$ cat config.mk
export PLATFORM = sky130hd
export DESIGN_NAME = vote_session_n
export DESIGN_NICKNAME = d
export VERILOG_FILES = /design/src/rtl/vote_session_n.sv
export SDC_FILE = /design/constraint.sdc
export NUM_CORES = 1
export LEC_CHECK = 0
export CAP_MARGIN = 25
export CORE_ASPECT_RATIO = 0.9
export CORE_UTILIZATION = 40
export CTS_CLUSTER_DIAMETER = 50
export CTS_CLUSTER_SIZE = 20
export DETAILED_ROUTE_END_ITERATION = 7
export SYNTH_ARGS = -nofsm -noshare
export SYNTH_HDL_FRONTEND = slang
export SYNTH_SLANG_ARGS = --single-unit
$ cat constraint.sdc
create_clock -name CLK -period 2.13 [get_ports CLK]
set_input_delay 0.426 -clock CLK [delete_from_list [all_inputs] [get_ports CLK]]
set_output_delay 0.426 -clock CLK [all_outputs]
set_load 0.05 [all_outputs]
$ cat src/rtl/vote_session_n.sv
// N-voter session controller: opens on START, captures each voter's first vote,
// closes on full turnout or timeout and registers majority, yes-count and abstain-count.
module vote_session_n #(
   parameter int N       = 5,
   parameter int THRESH  = 3,
   parameter int TIMEOUT = 16,
   parameter int CW      = 3,
   parameter int TW      = 5
) (
   input  logic          CLK,
   input  logic          RST,
   input  logic          START,
   input  logic [N-1:0]  VOTE_EN,
   input  logic [N-1:0]  VOTE_VAL,
   output logic          BUSY,
   output logic          DONE,
   output logic          VALID,
   output logic          Y,
   output logic [CW-1:0] COUNT,
   output logic [CW-1:0] ABST
);

   // state   | meaning
   // IDLE    | waiting for START, last result held
   // COLLECT | capturing first votes, timer running
   // RESULT  | one cycle, results registered on its closing edge
   typedef enum logic [1:0] {S_IDLE, S_COLLECT, S_RESULT} state_t;

   if (N < 2 || N > 16) begin : g_bad_n
      $error("vote_session_n: N must be 2..16");
   end
   if (THRESH < 1 || THRESH > N) begin : g_bad_thresh
      $error("vote_session_n: THRESH must be 1..N");
   end
   if ((1 << CW) <= N) begin : g_bad_cw
      $error("vote_session_n: 2^CW must exceed N");
   end
   if (TIMEOUT < 1 || (1 << TW) < TIMEOUT) begin : g_bad_tw
      $error("vote_session_n: TIMEOUT must be >=1 and fit in TW bits");
   end

   localparam logic [TW-1:0] TIMER_LAST = TW'(TIMEOUT - 1);

   function automatic logic [CW-1:0] popcount(input logic [N-1:0] v);
      logic [CW-1:0] c;
      c = '0;
      for (int i = 0; i < N; i++) c = c + CW'(v[i]);
      return c;
   endfunction

   state_t        state_q, state_d;
   logic [N-1:0]  voted_q, voted_d, choice_q, choice_d;
   logic [TW-1:0] timer_q, timer_d;
   logic          busy_q, busy_d, done_q, done_d, valid_q, valid_d, y_q, y_d;
   logic [CW-1:0] count_q, count_d, abst_q, abst_d;
   logic [N-1:0]  new_votes;
   logic [CW-1:0] yes_cnt, voted_cnt;

   assign new_votes = VOTE_EN & ~voted_q;
   assign yes_cnt   = popcount(choice_q);
   assign voted_cnt = popcount(voted_q);

   always_ff @(posedge CLK or posedge RST) begin
      if (RST) begin
         state_q  <= S_IDLE;
         voted_q  <= '0;
         choice_q <= '0;
         timer_q  <= '0;
         busy_q   <= 1'b0;
         done_q   <= 1'b0;
         valid_q  <= 1'b0;
         y_q      <= 1'b0;
         count_q  <= '0;
         abst_q   <= '0;
      end else begin
         state_q  <= state_d;
         voted_q  <= voted_d;
         choice_q <= choice_d;
         timer_q  <= timer_d;
         busy_q   <= busy_d;
         done_q   <= done_d;
         valid_q  <= valid_d;
         y_q      <= y_d;
         count_q  <= count_d;
         abst_q   <= abst_d;
      end
   end

   always_comb begin
      state_d  = state_q;
      voted_d  = voted_q;
      choice_d = choice_q;
      timer_d  = timer_q;
      case (state_q)
         S_IDLE: begin
            if (START) begin
               state_d  = S_COLLECT;
               voted_d  = '0;
               choice_d = '0;
               timer_d  = '0;
            end
         end
         S_COLLECT: begin
            voted_d  = voted_q | new_votes;
            choice_d = (choice_q & ~new_votes) | (VOTE_VAL & new_votes);
            timer_d  = timer_q + TW'(1);
            // Exit on voted_d so votes landing on the closing edge still count.
            if ((&voted_d) || (timer_q == TIMER_LAST)) state_d = S_RESULT;
         end
         S_RESULT: state_d = S_IDLE;
         default:  state_d = S_IDLE;
      endcase
   end

   always_comb begin
      busy_d  = (state_d != S_IDLE);
      done_d  = 1'b0;
      valid_d = valid_q;
      y_d     = y_q;
      count_d = count_q;
      abst_d  = abst_q;
      case (state_q)
         S_IDLE: begin
            if (START) begin
               valid_d = 1'b0;
               y_d     = 1'b0;
               count_d = '0;
               abst_d  = '0;
            end
         end
         S_RESULT: begin
            done_d  = 1'b1;
            valid_d = 1'b1;
            count_d = yes_cnt;
            abst_d  = CW'(N) - voted_cnt;
            y_d     = (yes_cnt >= CW'(THRESH));
         end
         default: ;
      endcase
   end

   assign BUSY  = busy_q;
   assign DONE  = done_q;
   assign VALID = valid_q;
   assign Y     = y_q;
   assign COUNT = count_q;
   assign ABST  = abst_q;

endmodule
==> impl_results.md <==
* Routing usage on met3 at 4.065%
* Final Power at between 0.002 and 0.003 W
* Syn Area/Cell at 10.75 µm²
* TritonCTS Buffers at 3
* Syn Nets at 147
* Unrepaired setup endpoints after global routing: no
* Vias per std cell at 4.984
* Sw frac at 43.76%
* CP peak stage delay at 510 ps
* Post-route DRC at 0
* Commonest cells after routing, fill and taps aside: 27 x dfrtp_1, 22 x clkdlybuf4s50_1, 15 x inv_1
* Fin area at 1654 µm²
* Most common cell after layout, fill and taps aside: dfrtp_1
* Largest net degree at the start of global routing at 28
* Fin worst setup slack at 89.61 ps
* Post-route ant nets at 0
* Post-CTS sizing at 0
* Wirelength, routed at 2.531 mm
* Worst R2R Start: voted_q[1]$_DFFE_PP0P_
* Total GRT Usage at ~17%
* Htree depth at 1
* FF+latch count, synth at 27
* Fraction of layout cells with a size suffix above 1 at 7.333%
* Max Clock Skew at 10.01 ps
* Post-synthesis async set-or-reset flop share at 100.0%
* RR Endpoint: ABST[1]$_DFFE_PP0P_
* Critical path's slowest cell: fa_1
* Die Height at 56.76 µm
* CP startpoint kind: register
* Total gr overflow at 0
* Arr. time, crit path at 2210 ps
* Post-synth EDFFs at 0
* Crit Path Category: reg2reg
* Clk sink count at 27
* Status: finished clean
* CTS tree: yes
* Tmin final at 2040 ps
* # port buffers at 22
* Worst Setup SP: voted_q[1]$_DFFE_PP0P_
* Cell Area, Synth at 1333 µm²
* Final hold violation count at 0
* Clock latency on the worst-skew pair at between 200 and 300 ps
* Pleak at 0.7443 nW
* Synth cell types at 27
* Period utilization at 95.79%
* Setup WS pre-CTS at 113.6 ps
* Initial core utilization at 42.79%
* VDD IR-drop max at 0.7919 mV
* Slew Limit Fails at 0
* R2R setup slack at 90 ps
* Most frequent CP cell: ha_1
* CP cell instances: fa_1 -> ha_1 -> ha_1 -> inv_1 -> ha_1 -> a22o_1
* Post-CTS Setup Bufs at 0
* Clock Tree Root: clkbuf_8
* Pwr Density at between 1500 and 2000 nW/µm²
* Yosys Warn Count at 0
* Reg power frac at 36.5%
* GRT busiest layer: met2
* Path depth of the worst reg2reg path at 6
* Fmax at 490.1 MHz
* Post-DP Area at 1605 µm²
* Reg clk slew, reported paths at 100 ps
* Cell-internal power at approximately 0.0014 W
* Layout Nets at 174
* Clock share of power at 11.6%
* Min-delay worst type: reg2reg
* Buffer depth of the longest clock path at 2
* Initial antenna violation count at 0
* Detailed-route via count at 957
* Iteration count of the initial detailed-routing pass at 4
* Rows at 19
* Sequential element share of the synthesized area at roughly half
* Psw at 0.001107 W
* Routed WL per cell at between 10 and 15 µm
* P&R area growth vs syn at 24.13%
* Hold buffers post-CTS at 0
* Crit path max fanout at 5
* Max Cap Viol at 0
* Combinational share of power at 51.9%
* Sum Neg Setup Slack at 0 ps
* Hold EP: Y$_DFFE_PP0P_
* CP Capture Type: register
* Antenna diode count at 0
* First-pass GRT wire length at 4.567 mm
* Die area at approximately 3600 µm²
* Worst EP required at ~2300 ps
* Most used DFF post-synth: dfrtp_1
* DRT iter0 DRCs at 20
* CORE AREA at a little over 3000 µm²
* Rel. slew slack at around 67%
* Post-synthesis instance total at 124
* Final GP Congestion at 0.8455
* Die width at 62.84 µm
* GR Util met2 at 25.62%
* DP Wirelength at 1.903 mm
* Routing usage on met1 at 23.51%
* Least-Margin Pin Slew at 498.9 ps
* Number of global-route vias before repair at between 1000 and 1500
* Hold path start: Y$_DFFE_PP0P_
* # IOs at 23
* Final Setup Violations at 0
* Hold path cells at 2
## worst max-delay path, delay by kind of cell, from the launching register on
family | cells | cell delay (ps)
adders and majority gates | 4 | 1250
DFF | 1 | 450
AOI/OAI and AO/OA | 1 | 210
buffers and inverters | 1 | 40
## final cells by class
type / instances / area, µm²
clock inverters: 1 / 7.507
fillers: 282 / 1460
well taps: 42 / 52.55
multi-input cells: 79 / 585.6
inverters: 17 / 63.81
repair buffers: 23 / 227.7
flip-flops and latches: 27 / 675.6
clock buffers: 3 / 41.29
## power groups by stage
stage	combinational, W	sequential, W	clock (W)
floorplan	0.000829	0.00106	0
global placement	0.00129	0.000922	0
detailed placement	0.00132	0.000935	0
CTS	0.00134	0.000926	0.000308
global route	0.00152	0.000958	0.000329
finish	0.00131	0.000923	0.000295
## routing by layer
| metal | vias to the layer above | part of all wire [%] |
|---|---|---|
| li1 | 481 | - |
| met1 | 453 | 51 |
| met2 | 21 | 44 |
| met3 | 2 | 4.0 |
| met4 | 0 | 0.51 |
| met5 | - | 0 |
## worst max path at each step
| stage | cells after the start | slack (ps) | end |
|---|---|---|---|
| floorplan | 6 | 180 | ABST[1]$_DFFE_PP0P_ |
| global placement | 6 | 140 | ABST[1]$_DFFE_PP0P_ |
| detailed placement | 6 | 110 | ABST[1]$_DFFE_PP0P_ |
| CTS | 6 | 70 | ABST[1]$_DFFE_PP0P_ |
| global route | 6 | 30 | ABST[1]$_DFFE_PP0P_ |
| finish | 6 | 90 | ABST[1]$_DFFE_PP0P_ |
## state kept, by name, indices dropped and copies added (netlist names), 2 cells and up
register / cells
choice_q: 5
ABST: 3
COUNT: 3
voted_q: 5
timer_q: 5
state_q: 2
## synth_stat cells (3+ instances only)
library cell	number	share of area (%)
a21oi_1	12	4.5
a22o_1	6	3.9
a32o_1	4	3.0
dfrtp_1	27	51
fa_1	3	4.5
ha_1	7	6.6
inv_1	15	4.2
nand2_1	6	1.7
nand2b_1	3	1.4
nor2_1	7	2.0
nor2b_1	5	2.3
o21ai_0	5	1.9
o21ai_1	5	1.9
o22ai_1	4	1.9
## metrics by stage
step	hold slack, ps	util, %	instances
global placement	463.3	51.55	188
finish	484.2	53.11	192
global route	505.8	53.11	192
detailed placement	471.7	51.55	188
CTS	494.6	53.11	192
floorplan	465.8	-	124
## cells by family after synthesis
family / count (synthesis) / share of synthesized area, %
buffers and inverters: 18 / 5.352
DFF: 27 / 50.70
and+or+nand+nor: 26 / 9.954
AOI/OAI and AO/OA: 39 / 19.91
xor gates and xnor gates: 1 / 0.6574
muxes: 3 / 2.347
adders and majority gates: 10 / 11.08
Power figures use the tool's default switching activity.
